==> src/rtl/fp_accum_seq.sv <==
// Reduction sequencer: streams operands into a downstream pipelined FP adder,
// keeping one addition in flight and feeding each result back as the accumulator.
module fp_accum_seq #(
    parameter int expWidth = 8,
    parameter int sigWidth = 24,
    parameter int numWidth = 32,
    parameter int cntWidth = 16
) (
    input  logic                clk,
    input  logic                reset,
    input  logic                go,
    input  logic [cntWidth-1:0] count,
    input  logic                subtract,
    input  logic [2:0]          roundingMode,
    input  logic                in_valid,
    output logic                in_ready,
    input  logic [numWidth-1:0] in_data,
    output logic                add_val,
    output logic                add_subOp,
    output logic [numWidth-1:0] add_a,
    output logic [numWidth-1:0] add_b,
    output logic [2:0]          add_roundingMode,
    input  logic [numWidth-1:0] add_out,
    input  logic [4:0]          add_flags,
    input  logic                add_done,
    output logic [numWidth-1:0] sum,
    output logic [4:0]          flags,
    output logic                done
);

    // +0.0 assembled from its fields: sign, exponent, stored fraction
    localparam logic [numWidth-1:0] POS_ZERO = {1'b0, {expWidth{1'b0}}, {(sigWidth-1){1'b0}}};

    typedef enum logic [1:0] {IDLE, FETCH, WAIT, FINISH} state_t;

    state_t                state_reg, state_next;
    logic [numWidth-1:0]   acc_reg, acc_next;
    logic [cntWidth-1:0]   rem_reg, rem_next;
    logic [4:0]            flag_acc_reg, flag_acc_next;
    logic                  sub_reg, sub_next;
    logic [2:0]            rm_reg, rm_next;
    logic                  add_val_reg, add_val_next;
    logic                  add_sub_reg, add_sub_next;
    logic [numWidth-1:0]   add_a_reg, add_a_next;
    logic [numWidth-1:0]   add_b_reg, add_b_next;
    logic [2:0]            add_rm_reg, add_rm_next;
    logic [numWidth-1:0]   sum_reg, sum_next;
    logic [4:0]            flags_reg, flags_next;
    logic                  done_reg, done_next;

    always_ff @(posedge clk) begin
        if (reset) begin
            state_reg    <= IDLE;
            acc_reg      <= '0;
            rem_reg      <= '0;
            flag_acc_reg <= '0;
            sub_reg      <= 1'b0;
            rm_reg       <= '0;
            add_val_reg  <= 1'b0;
            add_sub_reg  <= 1'b0;
            add_a_reg    <= '0;
            add_b_reg    <= '0;
            add_rm_reg   <= '0;
            sum_reg      <= '0;
            flags_reg    <= '0;
            done_reg     <= 1'b0;
        end else begin
            state_reg    <= state_next;
            acc_reg      <= acc_next;
            rem_reg      <= rem_next;
            flag_acc_reg <= flag_acc_next;
            sub_reg      <= sub_next;
            rm_reg       <= rm_next;
            add_val_reg  <= add_val_next;
            add_sub_reg  <= add_sub_next;
            add_a_reg    <= add_a_next;
            add_b_reg    <= add_b_next;
            add_rm_reg   <= add_rm_next;
            sum_reg      <= sum_next;
            flags_reg    <= flags_next;
            done_reg     <= done_next;
        end
    end

    always_comb begin
        state_next    = state_reg;
        acc_next      = acc_reg;
        rem_next      = rem_reg;
        flag_acc_next = flag_acc_reg;
        sub_next      = sub_reg;
        rm_next       = rm_reg;
        add_val_next  = 1'b0;
        add_sub_next  = add_sub_reg;
        add_a_next    = add_a_reg;
        add_b_next    = add_b_reg;
        add_rm_next   = add_rm_reg;
        sum_next      = sum_reg;
        flags_next    = flags_reg;
        done_next     = 1'b0;

        case (state_reg)
            IDLE: begin
                if (go) begin
                    sub_next      = subtract;
                    rm_next       = roundingMode;
                    acc_next      = POS_ZERO;
                    flag_acc_next = '0;
                    if (count == '0) begin
                        state_next = FINISH;
                    end else begin
                        rem_next   = count;
                        state_next = FETCH;
                    end
                end
            end
            FETCH: begin
                if (in_valid) begin
                    add_a_next   = acc_reg;
                    add_b_next   = in_data;
                    add_sub_next = sub_reg;
                    add_rm_next  = rm_reg;
                    add_val_next = 1'b1;
                    // only decremented when nonzero, so it can never wrap
                    if (rem_reg != '0) begin
                        rem_next = rem_reg - cntWidth'(1);
                    end
                    state_next = WAIT;
                end
            end
            WAIT: begin
                // adder operands stay untouched here; the adder samples them late
                if (add_done) begin
                    acc_next      = add_out;
                    flag_acc_next = flag_acc_reg | add_flags;
                    state_next    = (rem_reg == '0) ? FINISH : FETCH;
                end
            end
            FINISH: begin
                sum_next   = acc_reg;
                flags_next = flag_acc_reg;
                done_next  = 1'b1;
                state_next = IDLE;
            end
            default: state_next = IDLE;
        endcase
    end

    assign in_ready         = (state_reg == FETCH);
    assign add_val          = add_val_reg;
    assign add_subOp        = add_sub_reg;
    assign add_a            = add_a_reg;
    assign add_b            = add_b_reg;
    assign add_roundingMode = add_rm_reg;
    assign sum              = sum_reg;
    assign flags            = flags_reg;
    assign done             = done_reg;

endmodule
==> config.mk <==
export PLATFORM = sky130hd
export DESIGN_NAME = fp_accum_seq
export DESIGN_NICKNAME = d
export VERILOG_FILES = /design/src/rtl/fp_accum_seq.sv
export SDC_FILE = /design/constraint.sdc
export NUM_CORES = 1
export LEC_CHECK = 0
export BUFFER_PORTS_ARGS = -buffer_cell sky130_fd_sc_hd__buf_2
export CAP_MARGIN = 40
export CORE_MARGIN = 5
export CORE_UTILIZATION = 50
export CTS_BUF_LIST = sky130_fd_sc_hd__clkbuf_2
export CTS_CLUSTER_DIAMETER = 80
export DETAILED_ROUTE_END_ITERATION = 10
export PLACE_DENSITY = 0.87
export SETUP_SLACK_MARGIN = 0.4
export SYNTH_ARGS = -nofsm -noshare
export SYNTH_HDL_FRONTEND = slang
export SYNTH_SLANG_ARGS = --single-unit
==> constraint.sdc <==
create_clock -name clk -period 2.45 [get_ports clk]
set_clock_uncertainty 0.2 [all_clocks]
set_input_delay 0.3675 -clock clk [delete_from_list [all_inputs] [get_ports clk]]
set_output_delay 0.3675 -clock clk [all_outputs]
set_load 0.02 [all_outputs]
==> results.md <==
* Top-area cell type share of the netlist area at 0.532
* Mean Syn Cell Area at 7.78 sq um
* Post-Syn Area at 6250 sq um
* Final count of hold timing violations at 0
* Final ANT Viol Nets at 0
* PortBufs at 201
* Routability cong. at 0.897
* Final setup fails at 0
* Worst-path clk slew at 0.24 ns
* Initial drt markers at 742
* Total die area at 14800 sq um
* Tot GR Track Use at 0.270
* Final hold slack at 0.175 ns
* Critical path origin: rem_reg[4]$_SDFFE_PP0P_
* Global-route wire length before repair at 31.7 mm
* Pre-Repair DR Iteration Count at 5
* Yosys reg bits at 166
* Synth Instances at 803
* Worst Tran Pin Value at 0.729 ns
* Status: complete, no violations
* Final net count at 1178
* Fmax at 482 MHz
* Yosys warning total at 0
* Net Count, Synth at 898
* Via total after detailed routing at 6855
* Commonest cells post-synth: nand2_1 (270), dfxtp_1 (166), a21oi_1 (161)
* Die Ht at 122 um
* Fin crit share at 0.846
* CP arrival at 2.58 ns
* TNS Setup at 0 ns
* Clk_lat worst skew at 0.74 ns
* Crit path kind: reg2reg
* Sequential area share after synthesis at 0.532
* Rows at 40
* Crit path max-delay family: simple AND/OR/NAND/NOR gates
* Pin count of the biggest net entering global routing at 154
* Final worst path period need at 2.07 ns
* DRC Markers at 0
* Share of cells above drive strength 1 at 0.267
* Max Buffers Root-to-Sink at 2
* Yosys cell types at 45
* Crit-path cells: or4_4 -> or4_1 -> a31oi_1 -> o221a_2
* Max-Cap Viols at 0
* Buf/Inv on CP at 0
* Die X at 122 um
* HP Class: in2reg
* H-tree levels at 4
* # fillers at 940
* Slowest cell delay on critical path at 0.57 ns
* Initial core utilization at 0.516
* CP startpoint kind: register
* Max-slew headroom at 0.514
* Pre-CTS WS at 0.292 ns
* Power per standard cell area at 596 nW/um^2
* Post-synth EDFFs at 0
* DRT Wirelength at 20.6 mm
* Unrepaired setup endpoints after global routing: true
* CP required at 2.95 ns
* Hold path startpoint: in_data[0]
* Initial antenna violation count at 0
* Setup ws final at 0.376 ns
* GRT Residual Overflow at 0
* Final slew viol count at 0
* Vias/cell at 5.42
* Routed wire per std cell at 16.3 um
* Core footprint at 12100 sq um
* Syn-to-layout area delta at 39.6%
* Top Ports at 202
* Num CTS Buffers at 17
* CTS root buffer: clkbuf_2
* Pleak at 3.58 nW
* CTS Sinks at 166
* Crit end category: register
* Async SR Flop Fraction at 0
* Vias in the first global route at 6383
* Worst flop-to-flop path startpoint: rem_reg[4]$_SDFFE_PP0P_
* Post-synth top area cell: dfxtp_1
* Max FO, Critical Path at 5
* Total power at 0.00520 W
* Slowest-stage cell, CP: or4_4
* Worst vdd ir at 0.415 mV
* Top_reg_cell synth: dfxtp_1
* Synth top area cells: dfxtp_1 (53%), nand2_1 (16%), a21oi_1 (13%)
* TritonCTS clock tree: yes
* DP HPWL at 11.5 mm
* Count leader, synth: nand2_1
-- final cells by class --
class | count | area [sq um] | area share
flip-flops and latches | 166 | 3350 | 0.384
clock inverters | 14 | 104 | 0.0119
inverters | 5 | 21.3 | 0.00244
well taps | 168 | 210 | 0.0241
diodes | 1 | 2.50 | 0.000287
clock buffers | 18 | 90.1 | 0.0103
multi-input cells | 572 | 2760 | 0.316
repair buffers | 321 | 2190 | 0.251
-- cell families (layout without fill, tap and decap cells) --
group / Yosys count / count (layout) / synth area share
and+or+nand+nor: 365 / 365 / 0.243
AOI/OAI and AO/OA: 203 / 203 / 0.178
DFF: 166 / 166 / 0.532
buffers and inverters: 65 / 358 / 0.0408
xor gates and xnor gates: 2 / 2 / 0.00280
adders and majority gates: 1 / 1 / 0.00200
muxes: 1 / 1 / 0.00160
other: 0 / 1 / 0
-- placed cells by master, fill, tap and decap left out, types with 10 or more instances in the layout --
cell type	instances
a21oi_1	160
buf_2	199
buf_4	24
clkbuf_2	18
dfxtp_1	157
dlygate4sd3_1	93
nand2_1	268
nand3_1	41
nor2_1	20
o21ai_0	10
-- where the power goes --
group / leakage [nW] / switching [W] / internal [W]
sequential: 1.35 / 0.0000873 / 0.00281
clock: 0.112 / 0.000989 / 0.000277
combinational: 2.12 / 0.000598 / 0.000441
total: 3.58 / 0.00167 / 0.00353
-- worst paths after layout --
kind	slack [ns]	end	cells past startpoint
min reg2reg	0.25	sum[14]$_SDFFE_PP0P_	2
max reg2reg	0.38	rem_reg[10]$_SDFFE_PP0P_	4
min	0.17	add_b[0]$_SDFFE_PP0P_	4
max	0.38	rem_reg[10]$_SDFFE_PP0P_	4
-- metal layers --
layer | vias to the layer above | track usage | wire [um]
met5 | - | 0 | 0
li1 | 3263 | - | -
met2 | 358 | 0.456 | 10100
met4 | 0 | 0.119 | 719
met1 | 3167 | 0.314 | 7900
met3 | 67 | 0.0854 | 1880
-- worst reg2reg max path: cells and delay by family (launching register included) --
kind	cells	cell delay, ns
DFF	1	0.41
AOI/OAI and AO/OA	2	0.36
and+or+nand+nor	2	1.06
-- stage by stage --
step | std cells | area, sq um | utilization
detailed placement | 1130 | 7420 | 0.612
finish | 1265 | 8730 | 0.721
floorplan | 803 | 6250 | -
global placement | 1130 | 7420 | 0.612
global route | 1264 | 8730 | 0.720
CTS | 1259 | 8620 | 0.712
-- timing repair --
| action | in CTS | in global routing |
|---|---|---|
| endpoints found under the hold margin | 139 | 0 |
| endpoints found under the setup margin | 19 | 62 |
| hold buffers | 93 | 0 |
| pin swaps | 2 | 4 |
| setup buffers | 4 | 5 |
| gates resized for setup | 15 | 21 |
Power figures use the tool's default switching activity.
